## src/rtl/fx_pt_pkg.sv

```systemverilog
// Shared fixed-point definitions for the unsigned Q4.17 multiplier datapath.
package fx_pt_pkg;

    localparam int part_1_len = 4;
    localparam int part_2_len = 17;
    localparam int word_len   = part_1_len + part_2_len;

    typedef logic [word_len-1:0] fx_word_t;

    localparam fx_word_t SAT_VALUE = '1;

endpackage

```

## src/rtl/fx_pt_mul.sv

```systemverilog
// Combinational unsigned Q4.17 multiplier core: round half-up, saturate to all-ones.
module fx_pt_mul
    import fx_pt_pkg::*;
(
    input  fx_word_t in1,
    input  fx_word_t in2,
    output fx_word_t out,
    output logic     sat
);

    // One spare bit above the full product so the rounding increment never wraps.
    localparam int PW = 2 * word_len + 1;

    logic [PW-1:0] prod;
    logic [PW-1:0] rounded;
    logic [PW-1:0] scaled;

    always_comb begin
        prod    = PW'(in1) * PW'(in2);
        rounded = prod + (PW'(1) << (part_2_len - 1));
        scaled  = rounded >> part_2_len;
        sat     = |scaled[PW-1:word_len];
        out     = sat ? SAT_VALUE : scaled[word_len-1:0];
    end

endmodule

```

## src/rtl/fx_pt_mul_sched.sv

```systemverilog
// Round-robin scheduler sharing one fx_pt_mul core among NUM_REQ requesters,
// with a PIPE_STAGES-deep result pipeline and a sticky saturation counter.

module rr_arb #(
    parameter int N = 4,
    parameter int W = 2
) (
    input  logic [N-1:0] req,
    input  logic [W-1:0] ptr,
    output logic [N-1:0] gnt
);

    logic [W-1:0] idx;

    // Scan from the farthest offset down so the request closest to ptr wins.
    always_comb begin
        gnt = '0;
        idx = '0;
        for (int off = N - 1; off >= 0; off--) begin
            idx = W'((int'(ptr) + off) % N);
            if (req[idx]) begin
                gnt      = '0;
                gnt[idx] = 1'b1;
            end
        end
    end

endmodule

module fx_pt_mul_sched
    import fx_pt_pkg::*;
#(
    parameter int NUM_REQ     = 4,
    parameter int PIPE_STAGES = 2,
    parameter int ID_W        = $clog2(NUM_REQ)
) (
    input  logic                              clk,
    input  logic                              rst,
    input  logic [NUM_REQ-1:0]                req_valid,
    input  logic [NUM_REQ-1:0][word_len-1:0]  req_in1,
    input  logic [NUM_REQ-1:0][word_len-1:0]  req_in2,
    output logic [NUM_REQ-1:0]                req_ready,
    output logic                              rsp_valid,
    output logic [ID_W-1:0]                   rsp_id,
    output fx_word_t                          rsp_data,
    output logic                              rsp_sat,
    input  logic                              sat_clr,
    output logic [15:0]                       sat_count,
    output logic                              busy
);

    logic [ID_W-1:0]    rr_ptr;
    logic [NUM_REQ-1:0] gnt;
    logic [ID_W-1:0]    gnt_id;
    logic               accept;

    logic               s0_valid;
    logic [ID_W-1:0]    s0_id;
    fx_word_t           s0_in1;
    fx_word_t           s0_in2;

    fx_word_t           mul_data;
    logic               mul_sat;

    rr_arb #(
        .N (NUM_REQ),
        .W (ID_W)
    ) u_arb (
        .req (req_valid),
        .ptr (rr_ptr),
        .gnt (gnt)
    );

    assign req_ready = rst ? '0 : gnt;
    assign accept    = |req_ready;

    always_comb begin
        gnt_id = '0;
        for (int i = 0; i < NUM_REQ; i++) begin
            if (gnt[i]) begin
                gnt_id = ID_W'(i);
            end
        end
    end

    // Operands are only loaded on an accept; the valid bit alone marks the entry.
    always_ff @(posedge clk) begin
        if (rst) begin
            rr_ptr   <= '0;
            s0_valid <= 1'b0;
            s0_id    <= '0;
            s0_in1   <= '0;
            s0_in2   <= '0;
        end else begin
            s0_valid <= accept;
            if (accept) begin
                s0_id  <= gnt_id;
                s0_in1 <= req_in1[gnt_id];
                s0_in2 <= req_in2[gnt_id];
                rr_ptr <= (gnt_id == ID_W'(NUM_REQ - 1)) ? '0 : gnt_id + ID_W'(1);
            end
        end
    end

    fx_pt_mul u_mul (
        .in1 (s0_in1),
        .in2 (s0_in2),
        .out (mul_data),
        .sat (mul_sat)
    );

    generate
        if (PIPE_STAGES == 1) begin : g_pipe_short
            assign rsp_valid = s0_valid;
            assign rsp_id    = s0_id;
            assign rsp_data  = mul_data;
            assign rsp_sat   = s0_valid & mul_sat;
            assign busy      = s0_valid;
        end else begin : g_pipe
            logic [PIPE_STAGES-1:1] pv;
            logic [PIPE_STAGES-1:1] ps;
            logic [ID_W-1:0]        pid [1:PIPE_STAGES-1];
            fx_word_t               pd  [1:PIPE_STAGES-1];

            always_ff @(posedge clk) begin
                if (rst) begin
                    pv <= '0;
                    ps <= '0;
                    for (int k = 1; k < PIPE_STAGES; k++) begin
                        pid[k] <= '0;
                        pd[k]  <= '0;
                    end
                end else begin
                    pv[1]  <= s0_valid;
                    ps[1]  <= s0_valid & mul_sat;
                    pid[1] <= s0_id;
                    pd[1]  <= mul_data;
                    for (int k = 2; k < PIPE_STAGES; k++) begin
                        pv[k]  <= pv[k-1];
                        ps[k]  <= ps[k-1];
                        pid[k] <= pid[k-1];
                        pd[k]  <= pd[k-1];
                    end
                end
            end

            assign rsp_valid = pv[PIPE_STAGES-1];
            assign rsp_id    = pid[PIPE_STAGES-1];
            assign rsp_data  = pd[PIPE_STAGES-1];
            assign rsp_sat   = ps[PIPE_STAGES-1];
            assign busy      = s0_valid | (|pv);
        end
    endgenerate

    // A clear in the same cycle as a saturating response wins and drops the event.
    always_ff @(posedge clk) begin
        if (rst) begin
            sat_count <= '0;
        end else if (sat_clr) begin
            sat_count <= '0;
        end else if (rsp_valid && rsp_sat && sat_count != 16'hFFFF) begin
            sat_count <= sat_count + 16'd1;
        end
    end

    generate
        for (genvar g = 0; g < NUM_REQ; g++) begin : g_hold_chk
            hold_valid_until_grant: assert property (
                @(posedge clk) disable iff (rst)
                (req_valid[g] && !req_ready[g]) |=> req_valid[g]
            );
        end
    endgenerate

endmodule

```

## config.mk

```make
export PLATFORM = sky130hd
export DESIGN_NAME = fx_pt_mul_sched
export DESIGN_NICKNAME = d
export VERILOG_FILES = /design/src/rtl/fx_pt_pkg.sv /design/src/rtl/fx_pt_mul.sv /design/src/rtl/fx_pt_mul_sched.sv
export SDC_FILE = /design/constraint.sdc
export NUM_CORES = 1
export LEC_CHECK = 0
export ABC_AREA = 1
export CORE_MARGIN = 2
export CORE_UTILIZATION = 45
export CTS_CLUSTER_DIAMETER = 120
export DETAILED_ROUTE_END_ITERATION = 10
export PLACE_DENSITY_LB_ADDON = 0.3
export SETUP_SLACK_MARGIN = 0.02
export SLEW_MARGIN = 20
export SYNTH_ARGS = -nofsm -noshare
export SYNTH_HDL_FRONTEND = slang
export SYNTH_SLANG_ARGS = --single-unit
export TNS_END_PERCENT = 20
```

## constraint.sdc

```tcl
create_clock -name clk -period 6.4 [get_ports clk]
set_clock_uncertainty 0.05 [all_clocks]
set_input_delay 0.96 -clock clk [delete_from_list [all_inputs] [get_ports clk]]
set_output_delay 0.96 -clock clk [all_outputs]
set_load 0.005 [all_outputs]
```

== Word-level counts from Yosys, hierarchy flattened ==
Memory sizes are Yosys's and may differ from the RTL's.
Index checks and enable logic that the tools add are counted.
Cells by class
  $add $sub $neg: 6
  multiply operators: 1
  divide/modulo/power cells: 0
  $lt $le $gt $ge: 9
  equality and inequality tests: 2
  shifts and indexed selects: 0
  mux-type cells: 35
  bitwise operators: 4
  reductions and logical operators: 9
Operators by type and width (number)
  21-bit binary-select mux with 2-bit select: 2
  21-bit 2-to-1 mux: 4
  42-bit by 17-bit adder with 43-bit output, second input constant: 1
  21-bit by 21-bit multiplier with 42-bit output: 1
  4-bit 2-to-1 mux: 5
  16-bit by 1-bit adder with 16-bit output, second input constant: 1
  16-bit != test, second input constant: 1
  2-bit by 3-bit less-than comparator with 1-bit output, second input constant: 5
  1-bit 2-to-1 mux: 12
  1-bit binary-select mux with 2-bit select: 4
  1-bit demux with 2-bit select: 4
  2-bit by 1-bit >= comparator with 1-bit output, second input constant: 4
  2-bit 2-to-1 mux: 4
  1-bit logical AND: 6
  5-bit OR reduction: 1
  2-bit by 1-bit adder with 2-bit output, second input constant: 2
  2-bit adder, second input constant: 2
  4-bit OR reduction: 1
  1-bit bitwise OR: 3
  2-bit == test, second input constant: 1
  2-bit OR reduction: 1
  1-bit bitwise AND: 1
Storage, ports and cells
  bits in registers: 65
  bits in latches: 0
  memory bits (writable): 23
  memory bits (read-only): 0
  input bits: 175
  output and inout bits: 46
  memories kept: 2
Memories
  g_pipe.pd: depth 1, bits a word 21, rd ports 1, clocked after Yosys merged registers in 0, wr ports 1, line fx_pt_mul_sched.sv:123  | fx_word_t pd [1:PIPE_STAGES-1];
  g_pipe.pid: depth 1, bits a word 2, rd ports 1, clocked after Yosys merged registers in 0, wr ports 1, line fx_pt_mul_sched.sv:122  | logic [ID_W-1:0] pid [1:PIPE_STAGES-1];

== Logic depth before layout (Yosys ltp) ==
  depth after elaboration: 14
  gate-level depth with buffers: 35
  depth with buffers taken out: 32

== Hierarchy ==
From an unflattened synthesis, not the netlist that was laid out.
Second synthesis, totals
  cells, all modules: 3054
  area, all modules: 21361.7 um^2
Modules (own cells, without submodules)
  fx_pt_mul: times used 1, cells each 2257, area an instance 16283.1 um^2, seq. area each 0.0 um^2
  fx_pt_mul_sched: times used 1, cells each 723, area an instance 4655.7 um^2, seq. area each 1761.7 um^2
  rr_arb: times used 1, cells each 74, area an instance 422.9 um^2, seq. area each 0.0 um^2

== Worst setup path before layout ==
Ideal clock, no wire load.
  path kind: flip-flop to flip-flop
  from: register s0_in2[0]
  to: memory g_pipe.pd[1][11] (netlist name)
  library setup time: 0.128 ns
  arrival time: 6.050 ns
  data required time: 6.222 ns
  slack: 0.172 ns
  cell stages (with the launch flop): 34
  path buffers: 3
  cells stage by stage: dfxtp_1 -> clkbuf_1 -> buf_1 -> nand2_1 -> fa_1 -> inv_1 -> ha_1 -> inv_1 -> fa_1 -> inv_1 -> fa_1 -> inv_1 -> fa_1 -> inv_1 -> fa_1 -> inv_1 -> fa_1 -> inv_1 -> ha_1 -> nand2_1 -> inv_1 -> a21oi_1 -> nand2_1 -> nand2_1 -> nand3_1 -> nand2_1 -> nand2_1 -> nand2_1 -> nand2_1 -> nor2_1 -> nand3_1 -> buf_2 -> nor2_1 -> nor2_1
On the way
  word-level cells in the longest chain between the ends: 5
RTL lines
  start: declaration: line fx_pt_mul_sched.sv:60  | fx_word_t s0_in2;
  start signal: assignment: line fx_pt_mul_sched.sv:99  | s0_in2 <= req_in2[gnt_id];
  21-bit by 21-bit multiplier with 42-bit output (*): line fx_pt_mul.sv:19  | prod = PW'(in1) * PW'(in2);
  42-bit by 17-bit adder with 43-bit output (*): line fx_pt_mul.sv:20  | rounded = prod + (PW'(1) << (part_2_len - 1));
  5-bit OR reduction: line fx_pt_mul.sv:22  | sat = |scaled[PW-1:word_len];
  21-bit 2-to-1 mux (*): line fx_pt_mul.sv:23  | out = sat ? SAT_VALUE : scaled[word_len-1:0];
  21-bit 2-to-1 mux (no source line) (*)
  end: declaration: line fx_pt_mul_sched.sv:123
Mark *: on every way between the ends. The rest lies on a longest branch, timed or not.

== Worst setup path after layout ==
  from: register s0_in1[9]
  to: memory g_pipe.pd[1][7] (netlist name)
On the way
  word-level cells in the longest chain between the ends: 5
RTL lines
  start: declaration: line fx_pt_mul_sched.sv:59  | fx_word_t s0_in1;
  start signal: assignment: line fx_pt_mul_sched.sv:98  | s0_in1 <= req_in1[gnt_id];
  21-bit by 21-bit multiplier with 42-bit output (*): line fx_pt_mul.sv:19
  42-bit by 17-bit adder with 43-bit output (*): line fx_pt_mul.sv:20
  5-bit OR reduction: line fx_pt_mul.sv:22
  21-bit 2-to-1 mux (*): line fx_pt_mul.sv:23
  21-bit 2-to-1 mux (no source line) (*)
Marks and branches as above.

==> impl_metrics.tcl <==
set metrics [dict create \
    status "completed" \
    ys.flop_type "dfxtp_1" \
    via_count 19910 \
    clk_pin_slew_worst_paths_ps 70 \
    grt_max_degree 86 \
    path_class "flip-flop to flip-flop" \
    yosys.area.top_type_share 0.3243 \
    cts_root_buffer "clkbuf_16" \
    ant_nets 0 \
    antennaDiodeCount 0 \
    antenna_found_initial 0 \
    clk_latency_ps 400 \
    portBuffers 220 \
    syn_inst 3303 \
    initial_core_util 0.4550 \
    wire_per_inst_um 14.67 \
    netlist_top_cells_area "fa_1, inv_1, nand2_1" \
    ys_seq_area_frac 0.07927 \
    syn_area_sq_mm 0.02223 \
    worst_ep_required_time_ps 6600 \
    cts_tree "yes" \
    drc_errors 0 \
    synth-seq-cells 88 \
    die_area_sq_mm 0.05118 \
    max_freq_mhz 160.8 \
    grt_usage 0.2493 \
    syn_avg_cell_area_sq_um 6.729 \
    cap_viol_max_count 0 \
    cts.sinks 88 \
    num_rows 81 \
    avgViaCountPerCell 4.732 \
    async_flop_share 0 \
    fin_crit_ps 6220 \
    postCtsHoldBufs 0 \
    place_congestion 0.9304 \
    maxSlewViolCount 0 \
    cp_common_cell "fa_1" \
    overflow 0 \
    core_area_sq_mm 0.04885 \
    ys_types 36 \
    startpoint_type "flip-flop" \
    synth_nets 4013 \
    arrival_ps 6420 \
    slowest_stage "fa_1" \
    io_pins 221 \
    finalNetCount 4248 \
    ys_warn_count 0 \
    synth_edf_count 0 \
    numCtsBuffers 9 \
    yosysTopAreaCell "fa_1" \
    slew_headroom 0.3882 \
    utilization 0.5485 \
    grt_pass1_vias 20280 \
    die_x_um 226.2 \
    clk_path_buf_depth 2 \
    fin_crit_sh 0.9719 \
    drive_gt1_frac 0.08637 \
    path_max_fanout 22 \
    setup_viol 0 \
    cp-end-kind "flip-flop" \
    yosys.cell_count.top_type "inv_1" \
    finalHoldViolCount 0 \
    syn_to_final_growth_pct 20.55 \
    worst_slew_pin_slew_ps 917.7 \
    drt_iter0_drc 1099 \
    hold_path.class "flip-flop to flip-flop" \
    drt-total-wl_mm 61.71 \
    cp_slowest_stage_delay_ps 570 \
    grt_setup_unrepaired "true" \
    htreeDepth 3 \
    synth_common_cells "inv_1, nand2_1, fa_1" \
    dp_hpwl_mm 50.73 \
    drt_pass1_iterations 5 \
    grt_pass1_wl_mm 100.7 \
    die_height_um 226.2 \
]
## stage by stage
| step | hold WS (ps) | area [sq um] | setup slack, ps | TNS (ps) | std cells |
|---|---|---|---|---|---|
| after detailed placement | 370.1 | 25770 | -60.31 | -684.7 | 4178 |
| after floorplan | 349.7 | 22230 | 172.5 | 0 | 3303 |
| after CTS | 381.2 | 26110 | 20.37 | 0 | 4194 |
| final | 381.2 | 26790 | 179.8 | 0 | 4207 |
| after global routing | 423.3 | 26790 | -99.93 | -1528 | 4207 |
| after global placement | 375.7 | 25770 | -57.20 | -86.11 | 4178 |
## flip-flops by register name, summed over array words and instances (netlist names), 2 cells and up
| register | count |
|---|---|
| sat_count | 16 |
| s0_id | 2 |
| s0_in2 | 21 |
| g_pipe.pid | 2 |
| s0_in1 | 21 |
| rr_ptr | 2 |
| g_pipe.pd | 21 |
## kinds of logic after synthesis
group	share of synthesized area
buffers and inverters	0.1969
adders and majority gates	0.4228
and+or+nand+nor	0.2586
DFF	0.07927
xor gates and xnor gates	0.009458
AOI/OAI and AO/OA	0.03299
## critical path: cells and delay by family (launching register included)
kind	cells	cell delay [ps]
adder cells (fa/ha/maj)	8	3660
AND/OR/NAND/NOR	10	810
buffers and inverters	6	680
AO/OA/AOI/OAI	3	530
flip-flops	1	350
## layout by cell type, fill, tap and decap left out, drive strengths merged
master,Yosys,layout
nand3b,43,43
and2,1,1
or2,4,4
nand3,176,176
buf,40,144
nor3,9,9
o21bai,7,7
clkdlybuf4s50,0,220
a21oi,93,93
fa,360,360
o21a,3,3
clkinvlp,0,2
nor4,6,6
ha,175,175
nand2,925,925
o21ai,27,27
clkinv,0,1
nand4,9,9
xnor2,11,11
inv,990,991
clkbuf,104,15
a31oi,5,5
dfxtp,88,88
a21o,2,2
nor2,211,211
xor2,13,13
and3,1,1
bufinv,0,1
## final timing paths
check	cells after the start	to	start	slack (ps)
max	27	g_pipe.pd[1][7]$_SDFF_PP0_	s0_in1[9]$_SDFFE_PP0P_	180
min	2	g_pipe.pid[1][0]$_SDFF_PP0_	s0_id[0]$_SDFFE_PP0P_	380
max reg2reg	27	g_pipe.pd[1][7]$_SDFF_PP0_	s0_in1[9]$_SDFFE_PP0P_	180
min reg2reg	2	g_pipe.pid[1][0]$_SDFF_PP0_	s0_id[0]$_SDFFE_PP0P_	380
## final cells by class
type / instances / area [sq um]
Clock buffer: 11 / 242.7
Clock inverter: 5 / 65.06
Fill cell: 4846 / 22060
Inverter: 990 / 3716
Multi-Input combinational cell: 2081 / 16520
Sequential cell: 88 / 1837
Tap cell: 664 / 830.8
Timing Repair Buffer: 368 / 3585
## routing by layer
layer  vias to the layer above  GRT usage  part of all wire
met5                         -          0                 0
met4                         0    0.07258             0.022
met3                        94    0.04905             0.067
met2                       592     0.4223              0.47
met1                      9365     0.3223              0.44
li1                       9857          -                 -
## timing repair
item / 4_1_cts / 5_1_grt
cloned: 0 / 4
pin swaps: 0 / 23
resized for setup: 14 / 138
setup endpoints to repair: 22 / 22
setup buffers: 0 / 9
Power is not shown: default switching activity piles up to over one toggle a cycle in this logic, so the estimate is an artifact.
